`config.mk`:
```
export PLATFORM = sky130hd
export DESIGN_NAME = branch_resolver
export DESIGN_NICKNAME = d
export VERILOG_FILES = /design/src/rtl/bp_pkg.sv /design/src/rtl/bp_sync_fifo.sv /design/src/rtl/branch_resolver.sv
export SDC_FILE = /design/constraint.sdc
export NUM_CORES = 1
export LEC_CHECK = 0
export ABC_AREA = 1
export BUFFER_PORTS_ARGS = -buffer_cell sky130_fd_sc_hd__buf_4
export CAP_MARGIN = 25
export CORE_ASPECT_RATIO = 0.8
export CORE_MARGIN = 2
export CORE_UTILIZATION = 53
export DETAILED_ROUTE_END_ITERATION = 8
export GPL_TIMING_DRIVEN = 0
export HOLD_SLACK_MARGIN = 0.02
export PLACE_DENSITY = 0.72
export SETUP_SLACK_MARGIN = 0.2
export SYNTH_ARGS = -nofsm -noshare
export SYNTH_HDL_FRONTEND = slang
export SYNTH_SLANG_ARGS = --single-unit
export TNS_END_PERCENT = 100
```
`constraint.sdc`:
```
create_clock -name clk -period 4.9 [get_ports clk]
set_input_delay 0.49 -clock clk [delete_from_list [all_inputs] [get_ports clk]]
set_output_delay 0.49 -clock clk [all_outputs]
set_load 0.01 [all_outputs]
```
`src/rtl/bp_pkg.sv`:
```
// Shared types for the branch resolver slice.
//   pred_entry_t : one fetch-side prediction, kept in fetch order until ID resolves it
//   upd_cmd_t    : one BTB / 2-bit-counter update sent back to the predictor
//   BTB_IDX_W    : number of low PC bits the predictor uses to index its BTB
package bp_pkg;

  localparam int BTB_IDX_W = 7;

  typedef struct packed {
    logic [31:0] pc;
    logic        pred_taken;
    logic [31:0] pred_target;
  } pred_entry_t;

  typedef struct packed {
    logic [31:0] pc;
    logic [31:0] target;
    logic        taken;   // 1: increment counter, 0: decrement
    logic        alloc;   // 1: write a fresh BTB entry, counter set to weakly taken
  } upd_cmd_t;

  // BTB index the predictor derives from an update PC.
  function automatic logic [BTB_IDX_W-1:0] btb_idx(input logic [31:0] pc);
    return pc[BTB_IDX_W-1:0];
  endfunction

endpackage

```
`src/rtl/bp_sync_fifo.sv`:
```
// Small synchronous FIFO with a single-cycle clear, used both for the
// in-flight prediction queue and for the predictor update FIFO.
// Ports:
//   clk, reset      rising-edge clock, synchronous active-high reset
//   clear           empties the FIFO at the next edge; beats any write that edge
//   wr_en, wr_data  enqueue request; honoured when not full (or full with a pop)
//   rd_en           dequeue request; honoured when not empty
//   rd_data         current head entry (valid when !empty)
//   full, empty     occupancy flags
module bp_sync_fifo
  import bp_pkg::*;
#(
  parameter int W     = 8,
  parameter int DEPTH = 4
) (
  input  logic         clk,
  input  logic         reset,
  input  logic         clear,
  input  logic         wr_en,
  input  logic [W-1:0] wr_data,
  input  logic         rd_en,
  output logic [W-1:0] rd_data,
  output logic         full,
  output logic         empty
);

  localparam int PW = $clog2(DEPTH);
  localparam int CW = PW + 1;

  logic [W-1:0]  mem [DEPTH];
  logic [PW-1:0] wr_ptr;
  logic [PW-1:0] rd_ptr;
  logic [CW-1:0] count;
  logic          do_wr;
  logic          do_rd;

  assign full    = (count == CW'(DEPTH));
  assign empty   = (count == '0);
  assign do_rd   = rd_en && !empty;
  // A pop in the same edge frees the slot, so a full FIFO may still accept.
  assign do_wr   = wr_en && (!full || do_rd) && !clear;
  assign rd_data = mem[rd_ptr];

  always_ff @(posedge clk) begin
    if (do_wr) begin
      mem[wr_ptr] <= wr_data;
    end
  end

  // Pointers are log2(DEPTH) bits wide, so increments wrap modulo DEPTH.
  always_ff @(posedge clk) begin
    if (reset || clear) begin
      wr_ptr <= '0;
      rd_ptr <= '0;
      count  <= '0;
    end else begin
      if (do_wr) begin
        wr_ptr <= wr_ptr + PW'(1);
      end
      if (do_rd) begin
        rd_ptr <= rd_ptr + PW'(1);
      end
      count <= count + CW'(do_wr) - CW'(do_rd);
    end
  end

endmodule

```
`src/rtl/branch_resolver.sv`:
```
// Decode-stage branch resolver. Records every fetch prediction in order,
// checks it against the outcome resolved in ID, flushes and redirects on a
// mispredict, and sends BTB / counter updates back to the predictor.
//
// Handshakes (all three ports): a transfer happens on a rising edge where
// valid && ready are both high; ready never depends on valid, and a producer
// holds its payload stable while valid && !ready.
//
// Ports:
//   clk, reset                         clock, synchronous active-high reset
//   f_valid/f_ready, f_pc,
//   f_pred_taken, f_pred_target        prediction push from fetch
//   d_valid/d_ready, d_is_branch,
//   d_taken, d_target                  resolution from ID (pops queue head)
//   flush, redirect_pc                 one-cycle registered kill + correct next PC
//   upd_valid/upd_ready, upd_pc,
//   upd_target, upd_taken, upd_alloc   update command to the predictor
//   mispredicts                        saturating mispredict count
module branch_resolver
  import bp_pkg::*;
#(
  parameter int QDEPTH = 4,
  parameter int UDEPTH = 2,
  parameter int CNTW   = 16
) (
  input  logic            clk,
  input  logic            reset,
  input  logic            f_valid,
  input  logic [31:0]     f_pc,
  input  logic            f_pred_taken,
  input  logic [31:0]     f_pred_target,
  output logic            f_ready,
  input  logic            d_valid,
  input  logic            d_is_branch,
  input  logic            d_taken,
  input  logic [31:0]     d_target,
  output logic            d_ready,
  output logic            flush,
  output logic [31:0]     redirect_pc,
  output logic            upd_valid,
  input  logic            upd_ready,
  output logic [31:0]     upd_pc,
  output logic [31:0]     upd_target,
  output logic            upd_taken,
  output logic            upd_alloc,
  output logic [CNTW-1:0] mispredicts
);

  pred_entry_t q_in;
  pred_entry_t q_head;
  logic        q_full;
  logic        q_empty;
  logic        q_push;
  upd_cmd_t    u_in;
  upd_cmd_t    u_head;
  logic        u_full;
  logic        u_empty;

  logic        resolve;
  logic        mispredict;
  logic        misp_now;
  logic        upd_emit;
  logic [31:0] redirect_next;
  logic [31:0] pc_plus4;

  assign f_ready = !q_full;
  assign d_ready = !q_empty && !u_full;
  assign resolve = d_valid && d_ready;
  // Fetch-side instructions arriving during the flush cycle are wrong-path.
  assign q_push  = f_valid && f_ready && !flush;
  assign q_in    = '{pc: f_pc, pred_taken: f_pred_taken, pred_target: f_pred_target};

  bp_sync_fifo #(
    .W     ($bits(pred_entry_t)),
    .DEPTH (QDEPTH)
  ) u_pred_q (
    .clk     (clk),
    .reset   (reset),
    .clear   (misp_now),
    .wr_en   (q_push),
    .wr_data (q_in),
    .rd_en   (resolve),
    .rd_data (q_head),
    .full    (q_full),
    .empty   (q_empty)
  );

  // 32-bit modulo add: the fall-through of 0xFFFFFFFC is 0.
  assign pc_plus4 = q_head.pc + 32'd4;

  // Outcome vs prediction. For not-taken updates the target is unused by the
  // predictor; the predicted target is passed along unchanged.
  always_comb begin
    mispredict    = 1'b0;
    upd_emit      = 1'b0;
    redirect_next = d_target;
    u_in          = '{pc: q_head.pc, target: q_head.pred_target, taken: 1'b0, alloc: 1'b0};
    if (d_is_branch) begin
      if (d_taken) begin
        upd_emit     = 1'b1;
        u_in.taken   = 1'b1;
        u_in.target  = d_target;
        // Missing prediction or wrong target both need a fresh BTB entry.
        if (!q_head.pred_taken || (d_target != q_head.pred_target)) begin
          mispredict    = 1'b1;
          u_in.alloc    = 1'b1;
          redirect_next = d_target;
        end
      end else if (q_head.pred_taken) begin
        mispredict    = 1'b1;
        upd_emit      = 1'b1;
        redirect_next = pc_plus4;
      end
      // Not taken and not predicted: nothing in the BTB to train.
    end else if (q_head.pred_taken) begin
      // A non-branch hit an aliased BTB entry: weaken it and fall through.
      mispredict    = 1'b1;
      upd_emit      = 1'b1;
      redirect_next = pc_plus4;
    end
  end

  assign misp_now = resolve && mispredict;

  bp_sync_fifo #(
    .W     ($bits(upd_cmd_t)),
    .DEPTH (UDEPTH)
  ) u_upd_q (
    .clk     (clk),
    .reset   (reset),
    .clear   (1'b0),
    .wr_en   (resolve && upd_emit),
    .wr_data (u_in),
    .rd_en   (upd_valid && upd_ready),
    .rd_data (u_head),
    .full    (u_full),
    .empty   (u_empty)
  );

  assign upd_valid  = !u_empty;
  assign upd_pc     = u_head.pc;
  assign upd_target = u_head.target;
  assign upd_taken  = u_head.taken;
  assign upd_alloc  = u_head.alloc;

  // flush is a one-cycle pulse: the queue is cleared on the same edge, so
  // d_ready is low during the flush cycle and no back-to-back mispredict can occur.
  always_ff @(posedge clk) begin
    if (reset) begin
      flush       <= 1'b0;
      redirect_pc <= '0;
      mispredicts <= '0;
    end else begin
      flush <= misp_now;
      if (misp_now) begin
        redirect_pc <= redirect_next;
        if (mispredicts != '1) begin
          mispredicts <= mispredicts + CNTW'(1);
        end
      end
    end
  end

endmodule

```
==> results of run 1 <==
## state kept, by name, summed over array words and instances, names as in the netlist, named ones only
name,cells
u_upd_q.rd_ptr,1
u_upd_q.wr_ptr,1
redirect_pc,32
u_pred_q.mem,260
u_pred_q.count,3
u_pred_q.wr_ptr,2
mispredicts,16
u_upd_q.mem,132
u_pred_q.rd_ptr,2
flush,1
u_upd_q.count,2
## worst paths after layout
| check | endpoint | startpoint | slack, ps |
|---|---|---|---|
| max | u_pred_q.mem[3][44]$_DFFE_PP_ | register | 490 |
| min | u_pred_q.mem[2][15]$_DFFE_PP_ | f_pred_target[15] | 110 |
| max reg2reg | u_pred_q.mem[3][44]$_DFFE_PP_ | register | 490 |
| min reg2reg | redirect_pc[18]$_SDFFE_PP0P_ | redirect_pc[18]$_SDFFE_PP0P_ | 460 |
## cells in the final DEF, fill, tap and decap left out, types with 42 or more instances in the layout
cell type and instances:
dfxtp_1 63, mux2_2 66, o21ai_1 42, nand2_1 496, edfxtp_1 392, clkbuf_16 45, nor2_1 108, inv_1 107
nand3_1 126, o21ai_0 76, buf_4 238
## area by class of cell
type,count,area (µm²)
fill,2803,12400
tap,480,601
multi-input combinational,1110,5710
sequential,455,13000
clock inverter,23,289
timing repair buffer,233,1930
inverter,119,447
buffer,77,457
clock buffer,61,1270
## worst reg2reg max path: cells and delay by family (launching register included)
kind / cells / cell delay, ps
simple gates: 12 / 2420
flops: 1 / 290
buf+inv: 6 / 1360
## cell families (layout without fill, tap and decap cells)
kind of cell | Yosys count | after routing | synth area share [%]
buf+inv | 196 | 513 | 4.61
mux | 67 | 67 | 3.84
compound gates | 172 | 172 | 4.81
simple gates | 820 | 821 | 17.7
fa+ha+maj | 11 | 11 | 0.741
xor+xnor | 39 | 39 | 1.74
flops | 455 | 455 | 66.5
## power groups by stage
stage | Sequential (mW) | Clock [mW] | Combinational, mW
after floorplan | 5.32 | 0 | 2.44
after global placement | 5.39 | 0 | 3.99
after detailed placement | 5.32 | 0 | 4.20
after CTS | 5.24 | 3.64 | 4.23
after global routing | 5.29 | 3.79 | 4.64
final | 5.25 | 3.62 | 4.26
## layer usage
metal | wire length (µm) | vias up | part of all wire [%] | GRT usage [%]
li1 | - | 6635 | - | -
met1 | 24300 | 6972 | 43 | 42.5
met2 | 25100 | 713 | 45 | 44.2
met3 | 5500 | 78 | 9.8 | 5.41
met4 | 1040 | 2 | 1.9 | 6.64
met5 | 13 | - | 0.023 | 0
## per-stage QoR
step                utilization, %  power, mW
finish                        65.7       13.1
global route                  65.7       13.7
CTS                           65.6       13.1
detailed placement            61.3       9.52
global placement              60.5       9.38
floorplan                        -       7.76
==> results by group, run 1 <==
Power
  • Max IR drop VDD: 0.334 mV
  • Sw frac: 34.2%
  • Power Dens Cells: 553 nW/µm²
  • Internal Power: 8.64 mW
  • Leakage power: 9.13 nW
  • Register share of total power: 39.9%
  • Clock share of power: 27.6%
  • NetSw: 4.49 mW
  • Comb pwr share: 32.5%

Clock network
  • Setup Buffers After CTS: 0
  • Clock latency on the worst-skew pair: 580 ps
  • Clock Tree Buf Depth: 3
  • CTS tree: done
  • Cts bufs inserted: 45
  • Hold Buf Count CTS: 0
  • PostCTS Resize Cnt: 0
  • Sink Count: 455
  • Clock root buffer: clkbuf_16
  • Clock Pin Slew Worst Setup and Hold Paths: 60 ps
  • H-Tree Depth: 2

Finish
  • # diodes: 0
  • Area growth syn-to-layout: 21.1%
  • Post-route cell area: 23,700 µm²
  • Final cell count without fillers: 2,558
  • Layout cell share with drive strength beyond 1: 22.1%
  • Final nets: 2,156

Setup path
  • Critical path launch point type: register
  • Critical setup path kind: register to register
  • CP Data Required Time: 5160 ps
  • Slowest-stage cell, CP: nor2_4
  • CP endpoint kind: register
  • Most frequent cell on the critical path: nand2_1
  • Stages on the worst setup path: 18
  • Worst path top cell family by delay: simple AND/OR/NAND/NOR gates
  • Critical Path AT: 4680 ps
  • CP Cell Sequence: buf_2 > inv_2 > buf_2 > nand3_1 > nand3b_1 > nand2_1 > nor2_1 > nand2_1 > nor2_1 > nand2_1 > nor2_1 > nand3_1 > buf_4 > nand2_1 > nand2_1 > nor2_4 > buf_12 > buf_16
  • CP peak stage delay: 690 ps
  • Buf+Inv Stages, Crit Path: 6
  • Worst Path Max Fanout: 25
  • Worst Reg-to-Reg Cells: 18

Floorplanning
  • Core area: 36,100 µm²
  • Io pins: 222
  • Die Wd: 219 µm
  • Number of placement rows: 62
  • Die area: 38,500 µm²
  • Initial Utilization: 54.2%
  • Die height: 176 µm

Timing
  • Min Hold Slack: 107 ps
  • # setup viols final: 0
  • Setup TNS: 0 ps
  • Fin. max-slew vios: 0
  • Tmin final: 4410 ps
  • Final setup margin: 486 ps
  • RSZ-0062 raised after global routing: false
  • Crit share post-route: 90.1%
  • Worst-Margin Slew: 903 ps
  • Clock Skews: 27.7 ps
  • Final Hold Viols: 0
  • Peak Freq: 227 MHz
  • Max_slew headroom: 39.7%

Synth
  • Synth unique cells: 45
  • Top cells by count, synth: nand2_1 (496), edfxtp_1 (392), nand3_1 (126), nor2_1 (114), inv_1 (107)
  • Asr flop ratio synth: 0%
  • Avg Inst Size Synth: 11.1 µm²
  • Synth top area share: 60.1%
  • Synthesized Nets: 1,875
  • Register bit count reported by yosys: 455
  • Area contributors post-synth: edfxtp_1 (60%), nand2_1 (9.5%), dfxtp_1 (6.4%)
  • Most used DFF post-synth: edfxtp_1
  • Synth Cell Area: 19,600 µm²
  • Cell taking the most area after synthesis: edfxtp_1
  • Post-synth EDFFs: 392
  • Sequential area share after synthesis: 66.5%
  • Top-count cell post-synth: nand2_1
  • Synth warnings: 0
  • Post-Synthesis Cells: 1,760

Min path
  • Hold path cells: 1
  • HP Class: input port to register

Global routing
  • First-pass GRT wire length: 81,900 µm
  • Vias in the first global route: 13.7k
  • Gr usage total: 28.7%
  • Antenna violations before repair: 1
  • Largest net degree at the start of global routing: 29
  • Gr ovfl total: 0

Placement
  • Port Buf Inserts: 220
  • Inst Count DP: 2,473
  • DP Area: 22,200 µm²
  • HPWL Detailed: 40,100 µm
  • Gpl congestion: 0.905
  • Pre-CTS WS: 561 ps

Status
  • Status: completed

Routing
  • Drt wl/cell: 21.9 µm
  • Vias per cell: 5.63
  • Drt first-iter violations: 1,603
  • DRC Markers: 0
  • Post-route ant nets: 0
  • WL final: 55,900 µm
  • First-pass iteration count of the detailed router: 5
  • Vias: 14.4k

Flow run
  • Max Cap Viol: 0
Note: power is estimated with default switching activity, not from simulation.
==> inputs of run 2 (changes only) <==
--- a/config.mk
+++ b/config.mk
@@ -8,9 +8,11 @@
 export ABC_AREA = 1
 export BUFFER_PORTS_ARGS = -buffer_cell sky130_fd_sc_hd__buf_4
 export CAP_MARGIN = 25
+export CELL_PAD_IN_SITES_DETAIL_PLACEMENT = 1
+export CELL_PAD_IN_SITES_GLOBAL_PLACEMENT = 1
 export CORE_ASPECT_RATIO = 0.8
 export CORE_MARGIN = 2
-export CORE_UTILIZATION = 53
+export CORE_UTILIZATION = 42
 export DETAILED_ROUTE_END_ITERATION = 8
 export GPL_TIMING_DRIVEN = 0
 export HOLD_SLACK_MARGIN = 0.02
==> run 2 against run 1 <==
Clock power grew 7.2%. Critical path depth shrank 1. Highest routed layer is now met4. Register-to-register slack gained 90 ps.
==> results by group, run 2 (synthesis gave the netlist of run 1 again) <==
Timing
  • Clock Skews: 36.1 ps (+8.48 ps)
  • Max_slew headroom: 27.9% (-12 points)
  • Fin. max-slew vios: 0 (unchanged)
  • Crit share post-route: 88.3% (-1.8 points)
  • # setup viols final: 0 (unchanged)
  • Peak Freq: 231 MHz (+2.1%)
  • Tmin final: 4320 ps (-90.0 ps)
  • Final Hold Viols: 0 (unchanged)
  • Final setup margin: 576 ps (+90.0 ps)
  • RSZ-0062 raised after global routing: false
  • Worst-Margin Slew: 1080 ps (+178 ps)

Global routing
  • Largest net degree at the start of global routing: 27 (-6.9%)
  • Gr usage total: 25.9% (-2.8 points)
  • Antenna violations before repair: 1 (unchanged)
  • Vias in the first global route: 15.1k (+9.9%)
  • Gr ovfl total: 0 (unchanged)
  • First-pass GRT wire length: 92,500 µm (+13%)

Routing
  • First-pass iteration count of the detailed router: 5 (unchanged)
  • Post-route ant nets: 0 (unchanged)
  • Routed met3 length: 4730 µm (-14%)
  • Met2 wire length: 28,400 µm (+13%)
  • Met1 wire length: 27,900 µm (+15%)
  • Drt wl/cell: 23.1 µm (+5.9%)
  • Drt first-iter violations: 1,083 (-32%)
  • Uppermost layer routed: met4
  • DRC Markers: 0 (unchanged)
  • WL final: 62,300 µm (+11%)
  • Vias: 14.4k (-0.25%)
  • Vias per cell: 5.34 (-5.2%)

Finish
  • Final core utilization: 52.2% (-13 points)
  • Most common cell after layout, fill and taps aside: nand2_1
  • Top Registers: u_pred_q.mem x260, u_upd_q.mem x132, redirect_pc x32
  • Register area: 13,000 µm² (unchanged)
  • Area of the multi-input gates: 5710 µm² (-0.11%)
  • Final nets: 2,156 (unchanged)
  • Final cell count without fillers: 2,692 (+5.2%)
  • Most frequent cells in the layout: nand2_1 (496), edfxtp_1 (392), buf_4 (238), nand3_1 (126), nor2_1 (108)
  • Top reg by flops: u_pred_q.mem
  • Post-route cell area: 24,000 µm² (+0.97%)
  • Max FFs per register: 260 (unchanged)
  • Fill count: 4,960 (+77%)
  • Layout cell share with drive strength beyond 1: 22.0% (-0.12 points)
  • Area growth syn-to-layout: 22.3%
  • # diodes: 0 (unchanged)

Floorplanning
  • Number of placement rows: 70 (+13%)
  • Initial Utilization: 42.7% (-12 points)
  • Die area: 48,400 µm² (+26%)
  • Die height: 197 µm (+12%)
  • Die Wd: 246 µm (+12%)
  • Io pins: 222 (unchanged)
  • Core area: 45,900 µm² (+27%)

Clock network
  • Clock latency on the worst-skew pair: 600 ps (+20 ps)
  • Setup Buffers After CTS: 0 (unchanged)
  • Sink Count: 455 (unchanged)
  • H-Tree Depth: 2 (unchanged)
  • Cts bufs inserted: 47 (+4.4%)
  • Clock Pin Slew Worst Setup and Hold Paths: 60 ps (about the same)
  • Hold Buf Count CTS: 0 (unchanged)
  • Clock Tree Buf Depth: 3 (unchanged)
  • Clock root buffer: clkbuf_16
  • CTS tree: done
  • PostCTS Resize Cnt: 0 (unchanged)

Placement
  • Gpl congestion: 0.899 (-0.67%)
  • DP Area: 22,300 µm² (+0.55%)
  • Pre-CTS WS: 604 ps (+42.6 ps)
  • HPWL Detailed: 45,300 µm (+13%)
  • Port Buf Inserts: 220 (unchanged)
  • Inst Count DP: 2,604 (+5.3%)

Setup path
  • CP endpoint kind: register
  • Critical Path AT: 4600 ps (-80 ps)
  • Reg2reg end: u_pred_q.mem[2][38]$_DFFE_PP_
  • Critical path launch point type: register
  • CP Data Required Time: 5170 ps (about the same)
  • Critical setup path kind: register to register
  • Worst Path Max Fanout: 25 (unchanged)
  • CP endpoint: u_pred_q.mem[2][38]$_DFFE_PP_
  • Worst Reg-to-Reg Cells: 17 (-1)
  • R2R Setup Slk: 580 ps (+90 ps)

Min path
  • HP Class: input port to register

Flow run
  • Max Cap Viol: 0 (unchanged)

Status
  • Status: completed

Power
  • Leakage power: 9.16 nW (+0.30%)
  • Power Dens Cells: 563 nW/µm² (+1.8%)
  • Max IR drop VDD: 0.286 mV (-14%)
  • Total power: 13.5 mW (+2.8%)
[run 2: critical path, cell delays in order (launching register included)]
cell	delay, ps
dfxtp_1	300
buf_2	180
inv_2	150
buf_2	320
nand3_1	150
nand3b_1	220
nand2_1	80
nor2_1	100
nand2_1	60
nor2_1	160
nand2_1	90
nor2_1	270
nand3_1	180
buf_4	220
nand2_1	100
nand2_1	270
nor2_4	800
buf_12	310
[run 2: power by group]
| group | internal, mW | switching [mW] | leakage (nW) |
|---|---|---|---|
| Clock | 2.34 | 1.54 | 0.814 |
| Combinational | 1.46 | 2.90 | 4.26 |
| Sequential | 5.04 | 0.217 | 4.09 |
| Total | 8.84 | 4.66 | 9.16 |
[run 2: layout make-up]
cell class              count  area share [%]
clock buffers              57            5.19
clock inverters            31            1.77
multi-input cells        1109            23.8
inverters                 119            1.86
plain buffers              77            1.91
well taps                 612            3.19
repair buffers            232            7.89
flip-flops and latches    455            54.4
[run 2: layer usage]
| layer | global-route usage (%) | vias to the layer above |
|---|---|---|
| met4 | 7.54 | 0 |
| met1 | 36.4 | 7180 |
| met3 | 5.53 | 88 |
| met2 | 40.6 | 462 |
| met5 | 0 | - |
| li1 | - | 6634 |
[run 2: per-stage QoR]
stage	hold slack, ps	setup TNS (ps)
2_1_floorplan	426	-19040
3_3_place_gp	438	-1098700
3_5_place_dp	448	0
4_1_cts	67.4	0
5_1_grt	82.0	0
6_report	85.2	0
[run 2: how the worst min path moves through the flow]
stage | slack (ps) | depth (start not counted) | end | from
4_1_cts | 70 | 1 | u_pred_q.mem[0][17]$_DFFE_PP_ | f_pred_target[17]
5_1_grt | 80 | 1 | u_pred_q.mem[2][18]$_DFFE_PP_ | f_pred_target[18]
3_3_place_gp | 440 | 1 | u_upd_q.rd_ptr$_SDFFE_PP0P_ | u_upd_q.rd_ptr$_SDFFE_PP0P_
3_5_place_dp | 450 | 2 | redirect_pc[3]$_SDFFE_PP0P_ | redirect_pc[3]$_SDFFE_PP0P_
2_1_floorplan | 430 | 1 | register | u_upd_q.rd_ptr$_SDFFE_PP0P_
6_report | 90 | 1 | u_pred_q.mem[0][1]$_DFFE_PP_ | f_pred_target[1]
==> inputs of run 3 (changes only) <==
==> constraint.sdc (replaced) <==
create_clock -name clk -period 4.9 [get_ports clk]
set_input_delay 0.245 -clock clk [delete_from_list [all_inputs] [get_ports clk]]
set_output_delay 0.245 -clock clk [all_outputs]
set_load 0.01 [all_outputs]
==> run 3 against run 2 <==
Cell count increased by 3.1%. Critical path depth unchanged. First-iteration DRC count increased by 3.9%. Setup slack got worse by 17 ps. Final area grew 3.5%. Largest power group unchanged.
==> results by group, run 3 (synthesis gave the netlist of run 1 again) <==
Finish
  • # diodes: 0 (unchanged)
  • Fill count: 4,944 (-0.32%)
  • Post-route cell area: 24,800 µm² (+3.5%)
  • Most frequent cells in the layout: nand2_1 (496), edfxtp_1 (392), buf_4 (238), nand3_1 (126), nor2_1 (108)
  • Final nets: 2,239 (+3.8%)
  • Most common cell after layout, fill and taps aside: nand2_1
  • Max FFs per register: 260 (unchanged)
  • Register area: 13,000 µm² (unchanged)
  • Top Registers: u_pred_q.mem x260, u_upd_q.mem x132, redirect_pc x32
  • Final cell count without fillers: 2,775 (+3.1%)
  • Area of the multi-input gates: 5710 µm² (unchanged)
  • Layout cell share with drive strength beyond 1: 21.2% (-0.84 points)
  • Top reg by flops: u_pred_q.mem
  • Area growth syn-to-layout: 26.5%

Floorplanning
  • Die area: 48,400 µm² (unchanged)
  • Number of placement rows: 70 (unchanged)
  • Initial Utilization: 42.7% (unchanged)
  • Die Wd: 246 µm (unchanged)
  • Io pins: 222 (unchanged)
  • Core area: 45,900 µm² (unchanged)
  • Die height: 197 µm (unchanged)

Flow run
  • Max Cap Viol: 0 (unchanged)

Clock network
  • Clock latency on the worst-skew pair: 600 ps (about the same)
  • Cts bufs inserted: 47 (unchanged)
  • H-Tree Depth: 2 (unchanged)
  • Clock Tree Buf Depth: 3 (unchanged)
  • CTS tree: done
  • Sink Count: 455 (unchanged)
  • Clock Pin Slew Worst Setup and Hold Paths: 60 ps (about the same)
  • Clock root buffer: clkbuf_16
  • Setup Buffers After CTS: 0 (unchanged)

Power
  • Leakage power: 9.51 nW (+3.8%)
  • Power Dens Cells: 547 nW/µm² (-2.8%)
  • Total power: 13.6 mW (+0.54%)
  • Max IR drop VDD: 0.289 mV (+0.90%)

Global routing
  • Antenna violations before repair: 1 (unchanged)
  • Vias in the first global route: 15.5k (+3.0%)
  • Largest net degree at the start of global routing: 27 (unchanged)
  • Gr ovfl total: 0 (unchanged)
  • Gr usage total: 26.7% (+0.75 points)
  • First-pass GRT wire length: 95,300 µm (+3.0%)

Setup path
  • Critical Path AT: 4620 ps (+20 ps)
  • CP Data Required Time: 5170 ps (about the same)
  • CP endpoint kind: register
  • Critical path launch point type: register
  • Worst Path Max Fanout: 25 (unchanged)
  • Critical setup path kind: register to register

Timing
  • Peak Freq: 230 MHz (-0.40%)
  • Fin. max-slew vios: 0 (unchanged)
  • Final Hold Viols: 0 (unchanged)
  • Tmin final: 4340 ps (+17.3 ps)
  • Max_slew headroom: 27.4% (-0.56 points)
  • # setup viols final: 0 (unchanged)
  • Crit share post-route: 88.6% (+0.35 points)
  • Worst-Margin Slew: 1090 ps (+8.36 ps)
  • RSZ-0062 raised after global routing: false
  • Clock Skews: 27.6 ps (-8.51 ps)
  • Setup TNS: 0 ps (unchanged)

Routing
  • Vias: 14.7k (+2.5%)
  • Post-route ant nets: 0 (unchanged)
  • Vias per cell: 5.30 (-0.59%)
  • Drt first-iter violations: 1,125 (+3.9%)
  • First-pass iteration count of the detailed router: 5 (unchanged)
  • WL final: 63,700 µm (+2.2%)
  • Drt wl/cell: 23.0 µm (-0.82%)
  • DRC Markers: 0 (unchanged)

Placement
  • DP Area: 22,300 µm² (unchanged)
  • HPWL Detailed: 45,300 µm (unchanged)
  • Port Buf Inserts: 220 (unchanged)
  • Gpl congestion: 0.899 (unchanged)
  • Inst Count DP: 2,604 (unchanged)

Min path
  • HP Class: input port to register

Status
  • Status: completed
[run 3: changes by cell type in the layout (fill, tap and decap cells not counted)]
| cell | delta |
|---|---|
| dlygate4sd3_1 | +83 |
[run 3: worst max-delay path, cell delays in order, from the launching register on]
cell	delay, ps
dfxtp_1	300
buf_2	180
inv_2	150
buf_2	320
nand3_1	150
nand3b_1	220
nand2_1	80
nor2_1	100
nand2_1	60
nor2_1	160
nand2_1	100
nor2_1	270
nand3_1	190
buf_4	220
nand2_1	100
nand2_1	270
nor2_4	810
buf_12	310
[run 3: report_power, final]
part / leakage (nW) / switching (mW) / internal (mW)
Clock: 0.814 / 1.55 / 2.35
Combinational: 4.60 / 2.92 / 1.50
Sequential: 4.09 / 0.219 / 5.04
[run 3: through the flow]
stage          setup slack [ps]  hold WS, ps  util (%)
4_1_cts                     607         25.2      54.0
3_5_place_dp                604          447      48.6
2_1_floorplan             -73.2          344         -
3_3_place_gp              -3760          438      48.0
6_report                    558         53.9      54.0
5_1_grt                     294         66.8      54.0
[run 3: layout make-up]
| cell class | count | area share, % |
|---|---|---|
| sequential | 455 | 52.6 |
| multi-input combinational | 1109 | 23.0 |
| timing repair buffer | 315 | 11.0 |
| clock buffer | 57 | 5.02 |
| tap | 612 | 3.09 |
| buffer | 77 | 1.84 |
| inverter | 119 | 1.80 |
| clock inverter | 31 | 1.71 |
[run 3: repair_timing]
action,CTS,global route
resized for setup,0,0
endpoints found under the hold margin,293,0
hold buffers,83,0
[run 3: path summary, 6_finish.rpt]
kind / depth (start not counted) / endpoint / from / slack, ps
hold / removal: 3 / u_upd_q.mem[0][27]$_DFFE_PP_ / d_target[25] / 50
setup reg to reg: 17 / u_pred_q.mem[2][38]$_DFFE_PP_ / register / 560
setup / recovery: 17 / u_pred_q.mem[2][38]$_DFFE_PP_ / register / 560
hold reg to reg: 2 / redirect_pc[17]$_SDFFE_PP0P_ / redirect_pc[17]$_SDFFE_PP0P_ / 460
[run 3: metal layers]
layer / routed length [µm] / track usage, %
met4: 1530 / 8.46
met1: 28200 / 37.2
met2: 29200 / 42.2
met5: 0 / 0
met3: 4770 / 5.14
